File: src/rtl/generatore_impulsi_pkg.sv
// Shared types for the pulse-train generator.
// State encoding and gap counter sizing.
package generatore_pkg;

  typedef enum logic [1:0] {
    S_IDLE = 2'd0,
    S_HIGH = 2'd1,
    S_LOW  = 2'd2,
    S_DONE = 2'd3
  } state_t;

  function automatic int gap_w(input int gap);
    int w;
    w = $clog2(gap + 1);
    return (w < 1) ? 1 : w;
  endfunction

endpackage

File: src/rtl/generatore_impulsi_if.sv
// Request/status bundle of the pulse-train generator.
// Master drives start/valore, slave drives the pulse outputs.
interface generatore_if #(
  parameter int N = 2
);
  logic         start;
  logic [N-1:0] valore;
  logic         impulso;
  logic         busy;
  logic         done;
  logic [N-1:0] rimanenti;

  modport master (
    output start, valore,
    input  impulso, busy, done, rimanenti
  );

  modport slave (
    input  start, valore,
    output impulso, busy, done, rimanenti
  );
endinterface

File: src/rtl/generatore_impulsi_contatore_giu.sv
// Loadable down-counter with zero flag.
// Decrement saturates at zero so the count never wraps.
module contatore_giu #(
  parameter int W = 2
) (
  input  logic         clock,
  input  logic         reset_n,
  input  logic         load,
  input  logic         dec,
  input  logic [W-1:0] din,
  output logic [W-1:0] dout,
  output logic         zero
);

  always_ff @(posedge clock or negedge reset_n) begin
    if (!reset_n) begin
      dout <= '0;
    end else if (load) begin
      dout <= din;
    end else if (dec && dout != '0) begin
      dout <= dout - W'(1);
    end
  end

  assign zero = (dout == '0);

endmodule

File: src/rtl/generatore_impulsi.sv
// Pulse-train generator: emits valore one-cycle pulses
// spaced by GAP idle cycles, then a one-cycle done strobe.
module generatore_impulsi
  import generatore_pkg::*;
#(
  parameter int N   = 2,
  parameter int GAP = 1
) (
  input logic       clock,
  input logic       reset_n,
  generatore_if.slave bus
);

  localparam int GW = gap_w(GAP);
  localparam int GL = (GAP > 0) ? GAP - 1 : 0;

  state_t state, state_n;

  logic          r_load, r_dec, r_zero;
  logic          g_load, g_dec, g_zero;
  logic [N-1:0]  r_cnt;
  logic [GW-1:0] g_cnt;
  logic          unused_gcnt;

  contatore_giu #(.W(N)) u_rim (
    .clock   (clock),
    .reset_n (reset_n),
    .load    (r_load),
    .dec     (r_dec),
    .din     (bus.valore),
    .dout    (r_cnt),
    .zero    (r_zero)
  );

  contatore_giu #(.W(GW)) u_gap (
    .clock   (clock),
    .reset_n (reset_n),
    .load    (g_load),
    .dec     (g_dec),
    .din     (GW'(GL)),
    .dout    (g_cnt),
    .zero    (g_zero)
  );

  assign unused_gcnt = ^g_cnt;

  always_ff @(posedge clock or negedge reset_n) begin
    if (!reset_n) begin
      state <= S_IDLE;
    end else begin
      state <= state_n;
    end
  end

  always_comb begin
    state_n = state;
    r_load  = 1'b0;
    r_dec   = 1'b0;
    g_load  = 1'b0;
    g_dec   = 1'b0;
    unique case (state)
      S_IDLE: begin
        if (bus.start) begin
          r_load  = 1'b1;
          state_n = (bus.valore != '0) ? S_HIGH : S_DONE;
        end
      end
      S_HIGH: begin
        r_dec = 1'b1;
        if (r_zero || r_cnt == N'(1)) begin
          state_n = S_DONE;
        end else if (GAP == 0) begin
          state_n = S_HIGH;
        end else begin
          state_n = S_LOW;
          g_load  = 1'b1;
        end
      end
      S_LOW: begin
        if (g_zero) begin
          state_n = S_HIGH;
        end else begin
          g_dec = 1'b1;
        end
      end
      S_DONE: begin
        state_n = S_IDLE;
      end
      default: begin
        state_n = S_IDLE;
      end
    endcase
  end

  // During a gap the pulse just emitted still counts as unfinished.
  assign bus.impulso   = (state == S_HIGH);
  assign bus.busy      = (state == S_HIGH) || (state == S_LOW);
  assign bus.done      = (state == S_DONE);
  assign bus.rimanenti = r_cnt + N'(state == S_LOW);

endmodule
File: src/flat_wrapper.sv
// flat-port wrapper written by rule: the top's interface ports become plain ports
module generatore_impulsi_flat import generatore_pkg::*;
#(
  parameter int N   = 2,
  parameter int GAP = 1
)
  (clock, reset_n, bus_start, bus_valore, bus_impulso, bus_busy, bus_done, bus_rimanenti);
  generatore_if #(.N(N)) bus_i ();
  input logic clock;
  input logic reset_n;
  input wire logic [$bits(bus_i.start)-1:0] bus_start;
  input wire logic [$bits(bus_i.valore)-1:0] bus_valore;
  output wire logic [$bits(bus_i.impulso)-1:0] bus_impulso;
  output wire logic [$bits(bus_i.busy)-1:0] bus_busy;
  output wire logic [$bits(bus_i.done)-1:0] bus_done;
  output wire logic [$bits(bus_i.rimanenti)-1:0] bus_rimanenti;
  assign bus_i.start = bus_start;
  assign bus_i.valore = bus_valore;
  assign bus_impulso = bus_i.impulso;
  assign bus_busy = bus_i.busy;
  assign bus_done = bus_i.done;
  assign bus_rimanenti = bus_i.rimanenti;
  generatore_impulsi #(.N(N), .GAP(GAP)) u_core (.clock(clock), .reset_n(reset_n), .bus(bus_i));
endmodule
File: config.mk
export PLATFORM = sky130hd
export DESIGN_NAME = generatore_impulsi_flat
export DESIGN_NICKNAME = d
export VERILOG_FILES = /design/src/rtl/generatore_impulsi_pkg.sv /design/src/rtl/generatore_impulsi_if.sv /design/src/rtl/generatore_impulsi_contatore_giu.sv /design/src/rtl/generatore_impulsi.sv /design/src/flat_wrapper.sv
export SDC_FILE = /design/constraint.sdc
export NUM_CORES = 1
export LEC_CHECK = 0
export ABC_AREA = 1
export ABC_CLOCK_PERIOD_IN_PS = 1290
export CAP_MARGIN = 30
export CORE_AREA = 4 4 41 43
export CTS_CLUSTER_SIZE = 25
export DETAILED_ROUTE_END_ITERATION = 12
export DIE_AREA = 0 0 45 47
export PLACE_DENSITY = 0.65
export SYNTH_ARGS = -nofsm -noshare
export SYNTH_HDL_FRONTEND = slang
export SYNTH_SLANG_ARGS = --single-unit
File: constraint.sdc
create_clock -name clock -period 1.29 [get_ports clock]
set_input_delay 0.387 -clock clock [delete_from_list [all_inputs] [get_ports clock]]
set_output_delay 0.387 -clock clock [all_outputs]
set_load 0.02 [all_outputs]
; ---- After elaboration in Yosys (flattened, before gate mapping)
; Cells that the tools add are included.
[totals]
regBits = 5
latch_bits = 0
ram_bits = 0
rom_bits = 0
inputBits = 5
output_inout_bits = 5
word_cells = 39
n_memories = 0
[classes]
n_addsub = 3
n_mul = 0
div = 0
n_lt_le_gt_ge = 0
n_eq_ne = 6
shifts = 0
mux = 16
n_bitwise = 0
reduce_logical = 11
[op_table]
columns = op, count
row1 = $mux 1, 10
row2 = $mux 2, 5
row3 = $pmux 2 s4, 1
row4 = $reduce_bool 2->1, 4
row5 = $eq 2x1->1 const B, 2
row6 = $eq 2x2->1 const B, 2
row7 = $logic_not 2->1, 2
row8 = $ne 2x2->1 const B, 2
row9 = $add 2x1->2, 1
row10 = $logic_and 1x1->1, 2
row11 = $logic_or 1x1->1, 2
row12 = $reduce_and 2->1, 1
row13 = $sub 2x1->2 const B, 1
row14 = $sub 1x1->1 const B, 1

; ---- Logic depth before layout (Yosys ltp)
; Gate-level depths: netlist (run 1).
[logic_depth]
word_depth = 5
mapped_depth = 8
depth_no_buf = 8

; ---- Modules after synthesis
; Synthesis (run 1) repeated with hierarchy kept, for this count alone.
[hier_totals]
hier_cells = 65
hier_area_um2 = 430.4
[by_module_without_submodules]
columns = module, n_inst, cells_per_inst, area_each_um2, seq_area_each_um2
row1 = generatore_impulsi, 1, 39, 254.0, 50.0
row2 = contatore_giu (u_core.u_rim), 1, 19, 127.6, 50.0
row3 = contatore_giu (u_core.u_gap), 1, 7, 48.8, 25.0

; ---- Worst setup path before layout (run 1)
; OpenSTA, ideal clock, no wires.
[synth_path]
path_kind = register to output
from = register u_core.state[0]
to = output bus_rimanenti[1]
arrival_ps = 1173
required_ps = 903
setup_slack_ps = -270
stages_incl_launch_ff = 5
n_path_buf = 0
cell_sequence = dfrtp_1 inv_1 ha_1 ha_1 xor2_1
[synth_via]
elab_chain_cells = 2
[synth_rtl]
columns = item, line_no
row1 = "start, declared", generatore_impulsi.sv:17  ; state_t state, state_n;
row2 = "start signal, assigned", generatore_impulsi.sv:51  ; state <= state_n;
row3 = $eq 2x2->1, generatore_impulsi.sv:99  ; assign bus.rimanenti = r_cnt + N'(state == S_LOW);
row4 = $add 2x1->2, generatore_impulsi.sv:99
row5 = "end, declared", flat_wrapper.sv:16  ; output wire logic [$bits(bus_i.rimanenti)-1:0] bus_rimanenti;
; No other way between the ends.

; ---- Final worst setup path (run 1)
[layout_path]
from = register u_core.state[1]
to = output bus_rimanenti[1]
; Same word-level chain as after synthesis.

==> impl.org, run 1 <==
** Critical path
- CP Data Arrival Time :: 1.28 ns
- Worst-path fanout max :: 3
- Class of the most critical setup path :: reg -> out
- Worst path required time :: 0.90 ns
- Cell count of the worst reg-to-reg path :: 7
- STA classifies the critical path endpoint as an output port.
- The worst setup path is launched from a flop.

** Placed design
- Timing analysis after detailed placement gives a worst setup slack of -0.568 ns.
- Weighted congestion at the end of routability-driven global placement :: 0.735
- In this run the tool buffered the top-level ports with 9 buffer cells.
- After legalization and detailed placement, the total HPWL measured 629 um.
- Area of placed instances :: 602 sq um

** Final layout
- Number of inserted filler cells in the final layout :: 137
- Synthesis-to-finish area growth :: 79.5%
- Count of antenna diodes in the layout :: 0
- Layout cells sized above 1 :: 0.436
- The finished cells cover 712 sq um.
- Number of nets at the end of the flow :: 91

** Pwr
- Comb power frac :: 0.750
- Of the total power, the share spent switching nets is 0.439.
- Net switching power :: 0.000844 W
- IR analysis of the VDD net gives a maximum drop of 0.00120 V.
- Total internal power :: 0.00108 W
- Leakage power :: 0.359 nW
- Clock power frac :: 0.089
- Of the total power, registers draw 0.161.
- In this run the power density over the cells is 2700 nW/um^2.

** Synth
- Ranked by total cell area, the synthesized netlist is headed by sky130_fd_sc_hd__dfrtp_1 (32%), sky130_fd_sc_hd__ha_1 (22%), sky130_fd_sc_hd__nand2_1 (22%).
- Warnings, synthesis :: 0
- Number of synthesized flops with an enable pin :: 0
- In the synthesized netlist the dominant register cell turns out to be sky130_fd_sc_hd__dfrtp_1.
- Yosys top cell area share :: 0.315
- Multiplexer fraction of the synthesized cell area :: 0
- Mean area per synthesized cell :: 6.96 sq um
- Synth area leader :: sky130_fd_sc_hd__dfrtp_1
- Of the synthesized area, sequential elements account for 0.315.
- Counting every net in the synthesized netlist gives 69.
- The netlist uses 10 different library cells.
- Of the total synthesized cell area, the portion taken by AND, OR, NAND and NOR gates is 0.303.
- Synthesized cell area :: 397 sq um
- Syn Inst Count :: 57
- Synth Area in Compound Gates :: 0.0252
- Post-synthesis share of cell area spent on xor and xnor gates :: 0.0221
- Most common cell in the netlist :: sky130_fd_sc_hd__nand2_1
- Dominant combinational cell family by area after synthesis :: simple AND/OR/NAND/NOR gates
- Of the total synthesized cell area, the portion taken by full adders, half adders and majority gates is 0.221.
- Share of flip-flops with an asynchronous set or reset :: 1.00
- Most common library cells after synthesis :: sky130_fd_sc_hd__nand2_1 (23), sky130_fd_sc_hd__inv_1 (11), sky130_fd_sc_hd__ha_1 (7), sky130_fd_sc_hd__dfrtp_1 (5), sky130_fd_sc_hd__nor2_1 (3)
- Flip-flop and latch count after synthesis :: 5

** Clock tree
- The longest clock path from root to sink contains 2 buffers.
- Latest clock arrival within the worst-skew pair :: 0.23 ns
- For this design, the sink count on the clock tree is 5.
- CTS H-tree lvls :: 1
- TritonCTS clock tree :: yes
- Clock-pin slew on the worst setup and hold paths :: 0.04 ns
- The root buffer cell chosen for the clock tree is sky130_fd_sc_hd__clkbuf_4.
- Cts bufs inserted :: 3

** Timing
- RSZ-0062 raised after global routing :: true
- After layout, the minimum clock period comes to 1.67 ns.
- Number of failing hold endpoints at the final stage :: 0
- For this run, the top clock speed supported by timing is 600 MHz.
- Slew @ Worst Pin :: 0.222 ns
- Relative slew slack :: 0.852
- Final Max Slew Viols :: 0
- The clock arrives with 0.00163 ns of skew.
- In the finished design, the share of the clock period the worst path needs comes to 1.29.
- Setup violations remaining at the end of the flow were counted as 5.
- Worst-case setup margin in the final layout :: -0.375 ns

** Floorplanning
- Area of the die :: 2120 sq um
- Core region area :: 1300 sq um
- From bottom edge to top edge, the die measures 47 um.
- Initial cell density of the core :: 0.305
- For this design the top-level I/O count stands at 10.
- Horiz. Die Dim :: 45 um
- Core Rows :: 13

** Routing
- Vias per inst :: 4.09
- The first detailed-routing pass took 4 iterations.
- In the routed design, unresolved DRC markers number 0.
- DR vias :: 380
- The count of nets left with antenna violations once routing finished came out at 0.
- The routed design has 807 um of wire.
- In the final routed layout, each cell accounts on average for 8.68 um.
- 1st-iter DRT viols :: 4

** Global routing
- Across every metal layer, demand over resource in global routing totals 0.0772.
- Initial antenna violation count :: 0
- For this run the aggregate overflow at the end of global routing stands at 0.
- Largest net degree at the start of global routing :: 8
- Global-route wire length before repair :: 1190 um
- The number of global-route vias before repair was 326.

** Flow run
- Number of max-capacitance violations reported :: 0

** Worst hold path
- In this run the worst hold path is classified as in -> async.

** Run status
- Violated checks :: negative setup slack
- The flow ran to the end, but the final reports show violations.
[layer usage]
metal | GRT usage | vias up | part of all wire | wire length [um]
li1 | - | 207 | - | -
met4 | 0.0351 | 0 | 0 | 0
met3 | 0.0115 | 0 | 0.030 | 24
met1 | 0.0951 | 168 | 0.44 | 354
met2 | 0.133 | 5 | 0.53 | 428
met5 | 0 | - | 0 | 0
[timing repair]
action / CTS / global route
endpoints found under the hold margin: 0 / 0
cloned: 0 / 0
gates resized for setup: 30 / 19
setup buffers: 1 / 2
setup endpoints to repair: 10 / 8
hold buffers: 0 / 0
pin swaps: 1 / 4
[final cells by class]
type / count / area, sq um / share of cell area
multi-input cells: 40 / 327 / 0.459
repair buffers: 17 / 168 / 0.236
flip-flops and latches: 5 / 128 / 0.179
inverters: 12 / 45.0 / 0.0633
clock buffers: 4 / 26.3 / 0.0369
well taps: 15 / 18.8 / 0.0264
[final timing paths]
path	start	endpoint	slack (ns)
max	u_core.state[1]	bus_rimanenti[1]	-0.38
min	reset_n	u_core.u_gap.dout	0.37
max reg2reg	u_core.state[0]	u_core.u_rim.dout[0]	0.08
min reg2reg	u_core.u_gap.dout	u_core.u_gap.dout	0.50
max in group asynchronous	reset_n	u_core.u_rim.dout[1]	0.71
min in group clock	u_core.u_gap.dout	u_core.u_gap.dout	0.50
[through the flow]
| step | power [W] | setup TNS, ns | util | std cells | hold WS (ns) |
|---|---|---|---|---|---|
| after floorplan | 0.00104 | -0.0552 | - | 57 | 0.0914 |
| after global placement | 0.00146 | -2.54 | 0.463 | 88 | 0.488 |
| after detailed placement | 0.00148 | -2.59 | 0.463 | 88 | 0.494 |
| after CTS | 0.00178 | -1.49 | 0.507 | 93 | 0.370 |
| after global routing | 0.00211 | -1.61 | 0.547 | 93 | 0.372 |
| final | 0.00192 | -1.35 | 0.547 | 93 | 0.372 |
[flip-flops by register name, indices dropped and copies added, names as in the netlist]
signal	cells
u_core.state	2
u_core.u_gap.dout	1
u_core.u_rim.dout	2
[placed cells by master, fill, tap and decap left out]
cell type	count
sky130_fd_sc_hd__dfrtp_2	2
sky130_fd_sc_hd__dfrtp_1	3
sky130_fd_sc_hd__clkbuf_4	3
sky130_fd_sc_hd__o21ai_0	1
sky130_fd_sc_hd__ha_1	1
sky130_fd_sc_hd__o21ai_2	1
sky130_fd_sc_hd__nand2_1	22
sky130_fd_sc_hd__inv_1	7
sky130_fd_sc_hd__nor2_1	3
sky130_fd_sc_hd__ha_4	6
sky130_fd_sc_hd__nand2_2	3
sky130_fd_sc_hd__clkdlybuf4s50_1	4
sky130_fd_sc_hd__inv_2	5
sky130_fd_sc_hd__xor2_4	1
sky130_fd_sc_hd__clkbuf_1	1
sky130_fd_sc_hd__buf_6	8
sky130_fd_sc_hd__nand3_1	2
sky130_fd_sc_hd__buf_4	5
[power by group through the flow]
stage,registers [W],logic [W],clock network (W)
6_report,0.000309,0.00144,0.000172
4_1_cts,0.000293,0.00131,0.000177
3_3_place_gp,0.000293,0.00117,0
3_5_place_dp,0.000295,0.00118,0
5_1_grt,0.000318,0.00160,0.000195
2_1_floorplan,0.000306,0.000734,0
[cell families after synthesis]
family	count (synthesis)
AO/OA/AOI/OAI	2
adder cells (fa/ha/maj)	7
XOR/XNOR	1
buffers and inverters	12
flip-flops	5
AND/OR/NAND/NOR	30
[critical path, stage by stage (launching register included)]
cell                      delay, ns
sky130_fd_sc_hd__dfrtp_2       0.43
sky130_fd_sc_hd__ha_4          0.18
sky130_fd_sc_hd__ha_4          0.17
sky130_fd_sc_hd__xor2_4        0.14
sky130_fd_sc_hd__buf_6         0.13
(Power assumes the default switching activity.)
==> run 2, diff against run 1 <==
- CTS_CLUSTER_DIAMETER: unset -> 150
==> results of run 2 <==
No change in the layout: final DEF, timing and power equal those of run 1.
==> run 3, diff against run 2 <==
- CTS_CLUSTER_DIAMETER: 150 -> unset
==> results of run 3 <==
No change in the layout: final DEF, timing and power equal those of run 1.
==> patch: new RTL, settings of run 2 <==
`GAP` is set to 1 in 2 places; all go to 0.
--- a/src/rtl/generatore_impulsi.sv
+++ b/src/rtl/generatore_impulsi.sv
@@ -5,5 +5,5 @@
 #(
   parameter int N   = 2,
-  parameter int GAP = 1
+  parameter int GAP = 0
 ) (
   input logic       clock,
--- a/src/flat_wrapper.sv
+++ b/src/flat_wrapper.sv
@@ -3,5 +3,5 @@
 #(
   parameter int N   = 2,
-  parameter int GAP = 1
+  parameter int GAP = 0
 )
   (clock, reset_n, bus_start, bus_valore, bus_impulso, bus_busy, bus_done, bus_rimanenti);
Formal check against the unedited RTL: not equivalent (Yosys sat finds a counterexample within 4 cycles, from zero or initial values and one cycle with reset_n low).
==> patch against run 2 <==
  * The flow still finishes with violations (setup timing)
  * Cell count decreased by 4.3%
  * Register-to-register slack got worse by 0.07 ns
  * Sequential share of layout area increased by 0.54 points
  * Final area decreased by 3.9%
  * Die area unchanged
  * Sequential cell count unchanged
  * Worst hold slack got worse by 0.0035 ns
  * Routed wire length decreased by 1.9%
  * Total power decreased by 18%
  * Synthesized area increased by 2.8%
  * Largest cell class unchanged
  * Combinational power decreased by 22%
  * Setup slack improved by 0.0028 ns
==> patch: results (changes against run 2) <==
| Metric | Value |
|---|---|
| Synth cell count leaders | `nand2_1 (15), inv_1 (12), ha_1 (9)` |
| Worst stage delay on the critical path | `0.41 ns (-0.02 ns)` |
| GP Congestion | `0.662 (-9.9%)` |
| Maximum VDD drop | `1210 µV (+0.25%)` |
| Register area share after synthesis | `30.7% (-0.87 points)` |
| Library cells used by synthesis | `12 (+2)` |
| Critical-path top delay cell | `dfrtp_1` |
| Synthesized instance count | `53 (-7.0%)` |
| Synth top area cells | `dfrtp_1 (31%), ha_1 (28%), nand2_1 (14%), inv_1 (11%), o21ai_2 (4.3%)` |
| Global-route wire length before repair | `1.42 mm (+20%)` |
| Final Non-Filler Cells | `89 (-4.3%)` |
| Via Count | `387 (+1.8%)` |
| Rel. slew slack | `84.9% (-0.29 points)` |
| Number of global-route vias before repair | `375 (+15%)` |
| DR pass1 iterations | `2 (-2)` |
| Status | `finished, violations left` |
| Placement Setup Slack | `-0.583 ns (-0.0146 ns)` |
| Gr usage total | `9.77% (+2.1 points)` |
| Total wire length | `792 µm (-1.9%)` |
| Post-route setup slack | `-0.373 ns (+0.00281 ns)` |
| Count of final setup violators | `5 (unchanged)` |
| Share of cells above drive strength 1 | `39.2% (-4.4 points)` |
| Setup TNS Final | `-1.34 ns (+0.0164 ns)` |
| Largest net degree at the start of global routing | `6 (-2)` |
| Leakage power | `0.000350 µW (-2.6%)` |
| Syn nets | `67 (-2.9%)` |
| DRT iter0 DRCs | `3 (-1)` |
| Dpl cells | `84 (-4.5%)` |
| Clock Skew | `0.000219 ns (-0.00141 ns)` |
| Detailed Place HPWL | `684 µm (+8.8%)` |
| Failing checks | `setup timing` |
[patch: cell count changes after synthesis, sizes merged]
cell and delta:
nand3 +1, nand2 -9, o21ai +2, nor2 -1, ha +2, inv +1
[patch: path summary, 6_finish.rpt]
kind                       slack (ns)                          endpoint  cells after the start                           from
setup / recovery                -0.37                  bus_rimanenti[1]                      4    u_core.state[1]$_DFFE_PN0P_
min in group clock               0.50     u_core.u_gap.dout$_DFFE_PN0P_                      2  u_core.u_gap.dout$_DFFE_PN0P_
setup reg to reg                 0.01  u_core.u_rim.dout[0]$_DFFE_PN0P_                      7    u_core.state[1]$_DFFE_PN0P_
hold reg to reg                  0.50     u_core.u_gap.dout$_DFFE_PN0P_                      2  u_core.u_gap.dout$_DFFE_PN0P_
max in group asynchronous        0.72  u_core.u_rim.dout[1]$_DFFE_PN0P_                      1                        reset_n
hold / removal                   0.37     u_core.u_gap.dout$_DFFE_PN0P_                      1                        reset_n
[patch: critical path: cells and delay by family (launching register included)]
kind	cells	cell delay (ns)
xor gates and xnor gates	1	0.14
DFF	1	0.41
adders and majority gates	2	0.36
buffers and inverters	1	0.13
[patch: cell families (layout without fill, tap and decap cells)]
group / Yosys count / in the layout / synth area share, %
adder cells (fa/ha/maj): 9 / 9 / 27.6
flip-flops: 5 / 5 / 30.7
buffers and inverters: 13 / 34 / 12.0
XOR/XNOR: 1 / 1 / 2.15
AND/OR/NAND/NOR: 21 / 21 / 20.9
AO/OA/AOI/OAI: 4 / 4 / 6.75
[patch: layer usage]
layer / wire length (µm) / GRT usage (%)
met5: 0 / 0
met3: 35 / 4.60
met4: 13 / 5.26
met2: 409 / 16.9
met1: 333 / 9.70
[patch: cell type report]
cell class              instances  area share (%)
multi-input cells              35            45.0
repair buffers                 17            22.9
flip-flops and latches          5            18.5
inverters                      13            7.13
clock buffers                   4            3.84
well taps                      15            2.74
[patch: power breakdown]
part / internal (µW) / leakage [µW] / switching, µW
clock network: 117 / 0.0000150 / 58.7
registers: 223 / 0.0000602 / 66.8
logic: 564 / 0.000275 / 557
total: 904 / 0.000350 / 683
[patch: metrics by stage]
stage	power [µW]	cell area, µm²
3_3_place_gp	1300	613
3_5_place_dp	1310	613
2_1_floorplan	937	452
4_1_cts	1600	673
6_report	1590	684
5_1_grt	1740	684
[patch: what timing repair did]
action	CTS	global route
buffers inserted	1	2
gates resized for setup	34	2
hold endpoints to repair	0	0
endpoints found under the setup margin	6	8
pin swaps	2	1
